File: src/rtl/cei_mochila_pkg.sv
// Shared types and constants for the external-slave guard.
//   obi_req_t / obi_resp_t   : OBI request / response bundles seen at the crossbar
//   EXT_GUARD_*              : default guard parameters
//   ext_guard_status_t       : sticky status bits {timeout, spurious}
package cei_mochila_pkg;

    typedef struct packed {
        logic        req;
        logic        we;
        logic [3:0]  be;
        logic [31:0] addr;
        logic [31:0] wdata;
    } obi_req_t;

    typedef struct packed {
        logic        gnt;
        logic        rvalid;
        logic [31:0] rdata;
    } obi_resp_t;

    localparam int unsigned EXT_GUARD_MAX_OUTSTANDING = 2;
    localparam int unsigned EXT_GUARD_TIMEOUT_CYCLES  = 256;
    localparam logic [31:0] EXT_GUARD_ERR_RDATA       = 32'hBADC0FFE;

    typedef struct packed {
        logic timeout;
        logic spurious;
    } ext_guard_status_t;

endpackage

File: src/rtl/obi_ext_guard_addr_fifo.sv
// Small address FIFO used by the guard to remember the address of every
// transaction still owed a response to the crossbar.
// Ports:
//   clk_i, rst_ni   clock, asynchronous active-low reset
//   push_i, data_i  write an entry
//   pop_i           drop the head entry
//   head_o          oldest entry
// The guard never pushes when full nor pops when empty; assertions watch that.
module obi_ext_guard_addr_fifo #(
    parameter int unsigned DEPTH = 2,
    parameter int unsigned WIDTH = 32
) (
    input  logic             clk_i,
    input  logic             rst_ni,
    input  logic             push_i,
    input  logic [WIDTH-1:0] data_i,
    input  logic             pop_i,
    output logic [WIDTH-1:0] head_o
);

    localparam int unsigned PTR_W = (DEPTH > 1) ? $clog2(DEPTH) : 1;
    localparam int unsigned CNT_W = $clog2(DEPTH + 1);

    logic [WIDTH-1:0] mem_q [DEPTH];
    logic [PTR_W-1:0] wr_ptr_q, wr_ptr_d;
    logic [PTR_W-1:0] rd_ptr_q, rd_ptr_d;
    logic [CNT_W-1:0] cnt_q, cnt_d;
    logic             full, empty;

    always_comb begin
        full     = (cnt_q == CNT_W'(DEPTH));
        empty    = (cnt_q == '0);
        wr_ptr_d = wr_ptr_q;
        rd_ptr_d = rd_ptr_q;
        if (push_i) begin
            wr_ptr_d = (wr_ptr_q == PTR_W'(DEPTH - 1)) ? '0 : wr_ptr_q + 1'b1;
        end
        if (pop_i) begin
            rd_ptr_d = (rd_ptr_q == PTR_W'(DEPTH - 1)) ? '0 : rd_ptr_q + 1'b1;
        end
        cnt_d  = cnt_q + CNT_W'(push_i) - CNT_W'(pop_i);
        head_o = mem_q[rd_ptr_q];
    end

    always_ff @(posedge clk_i or negedge rst_ni) begin
        if (!rst_ni) begin
            for (int i = 0; i < DEPTH; i++) begin
                mem_q[i] <= '0;
            end
            wr_ptr_q <= '0;
            rd_ptr_q <= '0;
            cnt_q    <= '0;
        end else begin
            if (push_i) begin
                mem_q[wr_ptr_q] <= data_i;
            end
            wr_ptr_q <= wr_ptr_d;
            rd_ptr_q <= rd_ptr_d;
            cnt_q    <= cnt_d;
        end
    end

    a_no_overflow:  assert property (@(posedge clk_i) disable iff (!rst_ni) !(push_i && full));
    a_no_underflow: assert property (@(posedge clk_i) disable iff (!rst_ni) !(pop_i && empty));

endmodule

File: src/rtl/obi_ext_slave_guard.sv
// Guard between the crossbar external-slave port and an external OBI slave.
// Caps outstanding transactions, answers hung transactions with a synthetic
// error response after TIMEOUT_CYCLES, and swallows the late real responses.
// Ports:
//   clk_i, rst_ni   clock, asynchronous active-low reset
//   slave_req_i     request from crossbar      slave_resp_o  response to crossbar
//   ext_req_o       request to external slave  ext_resp_i    response from external slave
//   clear_i         pulse, clears sticky status
//   timeout_o       sticky: a synthetic response was issued
//   spurious_o      sticky: ext rvalid arrived with nothing in flight
//   err_addr_o      address of first timed-out transaction since clear
// Optional: define OBI_EXT_GUARD_ERR_ADDR_EN to track request addresses and
// capture err_addr_o; otherwise err_addr_o is tied to 0.
module obi_ext_slave_guard
    import cei_mochila_pkg::*;
#(
    parameter int unsigned MAX_OUTSTANDING = EXT_GUARD_MAX_OUTSTANDING,
    parameter int unsigned TIMEOUT_CYCLES  = EXT_GUARD_TIMEOUT_CYCLES,
    parameter logic [31:0] ERR_RDATA       = EXT_GUARD_ERR_RDATA
) (
    input  logic        clk_i,
    input  logic        rst_ni,
    input  obi_req_t    slave_req_i,
    output obi_resp_t   slave_resp_o,
    output obi_req_t    ext_req_o,
    input  obi_resp_t   ext_resp_i,
    input  logic        clear_i,
    output logic        timeout_o,
    output logic        spurious_o,
    output logic [31:0] err_addr_o
);

    localparam int unsigned CNT_W  = $clog2(MAX_OUTSTANDING + 1);
    localparam int unsigned WAIT_W = $clog2(TIMEOUT_CYCLES + 1);
    localparam logic [CNT_W:0]    MAX_INF  = (CNT_W + 1)'(MAX_OUTSTANDING);
    localparam logic [WAIT_W-1:0] WAIT_EXP = WAIT_W'(TIMEOUT_CYCLES - 1);

    logic              active_q;
    logic [CNT_W-1:0]  pend_q, pend_d;
    logic [CNT_W-1:0]  drop_q, drop_d;
    logic [WAIT_W-1:0] wait_q, wait_d;
    logic              syn_q, syn_d;
    ext_guard_status_t status_q, status_d;

    logic [CNT_W:0]    inflight;
    logic              room, accept, ext_rvalid;
    logic              swallow, fwd, spur, syn_fire, deliver;

    always_comb begin
        inflight   = {1'b0, pend_q} + {1'b0, drop_q};
        // active_q keeps both paths closed during and just after reset.
        room       = active_q && (inflight < MAX_INF);
        ext_rvalid = active_q && ext_resp_i.rvalid;
        accept     = slave_req_i.req && room && ext_resp_i.gnt;

        swallow  = ext_rvalid && (drop_q != '0);
        fwd      = ext_rvalid && (drop_q == '0) && (pend_q != '0);
        spur     = ext_rvalid && (inflight == '0);
        // A forwarded real response always wins; the synthetic one waits.
        syn_fire = syn_q && (pend_q != '0) && !fwd;
        deliver  = fwd || syn_fire;

        ext_req_o     = slave_req_i;
        ext_req_o.req = slave_req_i.req && room;

        slave_resp_o        = '0;
        slave_resp_o.gnt    = room && ext_resp_i.gnt;
        slave_resp_o.rvalid = deliver;
        if (fwd) begin
            slave_resp_o.rdata = ext_resp_i.rdata;
        end else if (syn_fire) begin
            slave_resp_o.rdata = ERR_RDATA;
        end

        pend_d = pend_q + CNT_W'(accept) - CNT_W'(deliver);
        drop_d = drop_q + CNT_W'(syn_fire) - CNT_W'(swallow);

        // The cycle of a grant (from idle) or of a delivery counts as wait 0,
        // so the synthetic response lands exactly TIMEOUT_CYCLES later.
        if (pend_d == '0) begin
            wait_d = '0;
        end else if (deliver) begin
            wait_d = WAIT_W'(1);
        end else if (syn_q) begin
            wait_d = wait_q;
        end else begin
            wait_d = wait_q + 1'b1;
        end

        if (syn_q) begin
            syn_d = !syn_fire && (pend_d != '0);
        end else begin
            syn_d = (pend_q != '0) && !deliver && (wait_q == WAIT_EXP);
        end

        status_d.timeout  = syn_fire || (status_q.timeout  && !clear_i);
        status_d.spurious = spur     || (status_q.spurious && !clear_i);
    end

    always_ff @(posedge clk_i or negedge rst_ni) begin
        if (!rst_ni) begin
            active_q <= 1'b0;
            pend_q   <= '0;
            drop_q   <= '0;
            wait_q   <= '0;
            syn_q    <= 1'b0;
            status_q <= '0;
        end else begin
            active_q <= 1'b1;
            pend_q   <= pend_d;
            drop_q   <= drop_d;
            wait_q   <= wait_d;
            syn_q    <= syn_d;
            status_q <= status_d;
        end
    end

    assign timeout_o  = status_q.timeout;
    assign spurious_o = status_q.spurious;

`ifdef OBI_EXT_GUARD_ERR_ADDR_EN
    logic [31:0] head_addr;
    logic [31:0] err_addr_q;

    obi_ext_guard_addr_fifo #(
        .DEPTH (MAX_OUTSTANDING),
        .WIDTH (32)
    ) u_addr_fifo (
        .clk_i  (clk_i),
        .rst_ni (rst_ni),
        .push_i (accept),
        .data_i (slave_req_i.addr),
        .pop_i  (deliver),
        .head_o (head_addr)
    );

    // Only the first timeout after a clear is recorded.
    always_ff @(posedge clk_i or negedge rst_ni) begin
        if (!rst_ni) begin
            err_addr_q <= '0;
        end else if (syn_fire && (!status_q.timeout || clear_i)) begin
            err_addr_q <= head_addr;
        end
    end

    assign err_addr_o = err_addr_q;
`else
    assign err_addr_o = '0;
`endif

endmodule

File: config.mk
export PLATFORM = sky130hd
export DESIGN_NAME = obi_ext_slave_guard
export DESIGN_NICKNAME = d
export VERILOG_FILES = /design/src/rtl/cei_mochila_pkg.sv /design/src/rtl/obi_ext_guard_addr_fifo.sv /design/src/rtl/obi_ext_slave_guard.sv
export SDC_FILE = /design/constraint.sdc
export NUM_CORES = 1
export LEC_CHECK = 0
export ABC_AREA = 1
export CORE_AREA = 2 2 94 96
export CTS_CLUSTER_SIZE = 12
export DETAILED_ROUTE_END_ITERATION = 8
export DIE_AREA = 0 0 96 98
export PLACE_DENSITY = 0.77
export SLEW_MARGIN = 20
export SYNTH_ARGS = -nofsm -noshare
export SYNTH_HDL_FRONTEND = slang
export SYNTH_SLANG_ARGS = --single-unit
File: constraint.sdc
create_clock -name clk_i -period 3.5 [get_ports clk_i]
set_clock_uncertainty 0.05 [all_clocks]
set_input_delay 0.7 -clock clk_i [delete_from_list [all_inputs] [get_ports clk_i]]
set_output_delay 0.7 -clock clk_i [all_outputs]
set_load 0.005 [all_outputs]
==> impl_metrics.json <==
{
  "status": "completed",
  "grt_pass1_wl_um": 8418,
  "muxShareOfSynthArea": 0,
  "num_vias": 1612,
  "timing.fmax_ghz": 0.3007,
  "synth.distinct_cells": 28,
  "syn_to_final_growth_pct": 10.84,
  "hold-worst-slack_ps": 468.4,
  "post_cts_buffers": 0,
  "die_w_um": 96,
  "hold_viol": 0,
  "swShare": 0.3808,
  "synthAdderAreaFrac": 0.05012,
  "fp.coreArea_mm2": 0.008466,
  "seq_power_share": 0.321,
  "grt_overflow": 0,
  "p_leak_nw": 1.215,
  "reg2reg_slack_ps": 540,
  "cp_num_cells": 7,
  "slew_headroom": 0.4853,
  "worst_pin_slew_ps": 769.7,
  "final_area_mm2": 0.002380,
  "cts_tree": "built",
  "endpoint_kind": "output pin",
  "gp_congestion": 0.8296,
  "p_per_area_mw_per_mm2": 343.4,
  "slowest_stage": "clkdlybuf4s50_1",
  "grt_pass1_vias": 1570,
  "critical_path.top_delay_family": "buffers and inverters",
  "antennaDiodeCount": 0,
  "io_buffers": 74,
  "hold_class": "flop to flop",
  "synth_compound_area_frac": 0.06876,
  "ctsHoldBuffers": 0,
  "wl_per_cell_um": 13.31,
  "drive_above_1_share": 0.04870,
  "crit_chain": "clkdlybuf4s50_1 -> nand2_1 -> inv_1 -> nand3_4 -> buf_4 -> o21ai_0 -> clkdlybuf4s50_1",
  "crit_type": "input pin to output pin",
  "numCtsBuffers": 3,
  "cts.clk_slew.worst_paths_ps": 70,
  "fp.dieArea_mm2": 0.009408,
  "cts_root_buffer": "clkbuf_8",
  "fin_crit_ps": 3326,
  "fin_tns_setup_ps": 0,
  "synth-simple-area-share": 0.1865,
  "reg2reg_from": "pend_q[0]",
  "cp-start-kind": "input pin",
  "dp_hpwl_um": 4575,
  "dr.pass1.iters": 4,
  "drc_errors": 0,
  "wl_um": 5539,
  "startpoint": "ext_resp_i[32]",
  "drv_cap": 0,
  "finalPower_mw": 0.8172,
  "netSwitchingPower_mw": 0.3112,
  "synth_seq_cells": 17,
  "crit_end": "slave_resp_o[22]",
  "synth_area_mm2": 0.002147,
  "clockPowerShare": 0.181,
  "slew_violations": 0,
  "htreeDepth": 1,
  "cts.sinks": 17,
  "ys_warn_count": 0,
  "clock_latency_ps": 250,
  "synth_top_family_by_area": "buffers and inverters",
  "fp.dieH_um": 98,
  "rows": 34,
  "ys_seq_area_frac": 0.1981,
  "syn-mean-instance-area_um2": 7.017,
  "nNetsFinal": 424,
  "ios": 245,
  "worstPathRequired_ps": 2750,
  "ff2ff_path_depth": 16,
  "initial_core_util": 0.2536,
  "grt_start_max_net_pins": 25,
  "finalSetupViolCount": 0,
  "arrival_ps": 2580,
  "placed_cell_area_mm2": 0.002335,
  "cpPeakStageDelay_ps": 540,
  "grt_use_total": 0.1142,
  "syn_inst": 306,
  "via_per_inst": 3.875,
  "rsz0062_at_grt": "false",
  "synth_xor_xnor_area_share": 0.02040,
  "cp_max_fo": 22,
  "antenna_found_initial": 1,
  "cts_buffer_depth": 2,
  "r2r_end": "wait_q[2]",
  "finalCritPeriodShare": 0.9503,
  "ant_nets": 0,
  "drt-initial-drc-count": 32,
  "irDropWorstVdd_v": 0.0003392,
  "crit_path_frequent_cell": "clkdlybuf4s50_1",
  "intPower_mw": 0.5060,
  "power_frac_comb": 0.498,
  "crit_buf_inv": 4,
  "cts_resized": 0
}
[worst min path at each step]
| stage | slack, ps | cells after the start | end | start |
|---|---|---|---|---|
| after floorplan | 350 | 0 | active_q | rst_ni |
| after global placement | 440 | 2 | wait_q[7] | wait_q[7] |
| after detailed placement | 450 | 2 | wait_q[7] | wait_q[7] |
| after CTS | 470 | 2 | wait_q[7] | wait_q[7] |
| after global routing | 520 | 1 | drop_q[0] | drop_q[0] |
| final | 470 | 2 | wait_q[7] | wait_q[7] |
[placed cells by master (no fill, tap or decap), types with 3 or more instances in the layout]
master,count
dfrtp_1,17
ha_1,7
nor2_1,26
inv_1,51
o21ai_1,3
nand4_1,3
nand3_1,13
o21ai_2,3
nand2_1,38
o21ai_0,17
clkbuf_8,3
clkdlybuf4s50_1,74
conb_1,33
xor2_1,3
[registers in the layout, indices dropped and copies added, names as in the netlist]
name / cells
active_q: 1
drop_q: 2
pend_q: 2
spurious_o: 1
syn_q: 1
timeout_o: 1
wait_q: 9
[area by class of cell]
cell class                 count  area (um^2)
clock buffer                   4        45.04
inverter                      52        195.2
tap                          108        135.1
timing repair buffer          76        755.7
multi-input combinational    159        823.3
sequential                    17        425.4
fill                         911         6086
[stage by stage]
step	std cells	utilization	setup WS (ps)
finish	416	0.2811	174.0
global route	416	0.2811	28.28
CTS	416	0.2811	176.9
detailed placement	412	0.2758	176.6
global placement	412	0.2758	193.9
floorplan	337	-	729.8
[routing by layer]
layer  track usage  wire [um]  vias to the layer above
met1        0.1418       2279                      709
met5             0          0                        -
li1              -          -                      788
met4       0.03846        129                        0
met2        0.1859       2542                       97
met3       0.03472        588                       18
[cells by family (layout without fill, tap and decap cells)]
logic type,Yosys count,count (layout)
buf+inv,161,132
simple gates,87,87
compound gates,26,26
flops,17,17
fa+ha+maj,8,8
xor+xnor,5,5
other cells,2,33
[worst register-to-register path: stages, from the launching register on]
cell     delay, ps
dfrtp_1        400
ha_1           210
fa_1           420
or2_2          310
inv_1           50
nand2_1         70
nor2_1         130
nand2_1         70
ha_1           270
inv_1           40
ha_1           280
inv_1           60
nand3_1        100
nand2_2        170
inv_2          100
nand2_1         70
nand2_1         60
[power by group through the flow]
stage	Sequential [mW]	Clock (mW)	Combinational, mW
4_1_cts	0.262	0.153	0.412
6_report	0.262	0.148	0.407
2_1_floorplan	0.257	0	0.324
5_1_grt	0.269	0.164	0.459
3_3_place_gp	0.263	0	0.397
3_5_place_dp	0.265	0	0.407
[cell usage after synthesis, drive strengths merged]
cell	number	area, um^2
buf	108	814.5
inv	52	195.2
nand3	15	100.1
fa	1	20.02
nand2	40	160.2
conb	2	7.510
nor2	27	108.9
ha	7	87.58
o32ai	1	8.760
or2	2	12.52
o21ai	23	126.4
xnor2	2	17.52
clkbuf	1	5.000
o21bai	1	7.510
dfrtp	17	425.4
nand4	3	18.77
xor2	3	26.28
a21oi	1	5.000
Power figures use the tool's default switching activity.
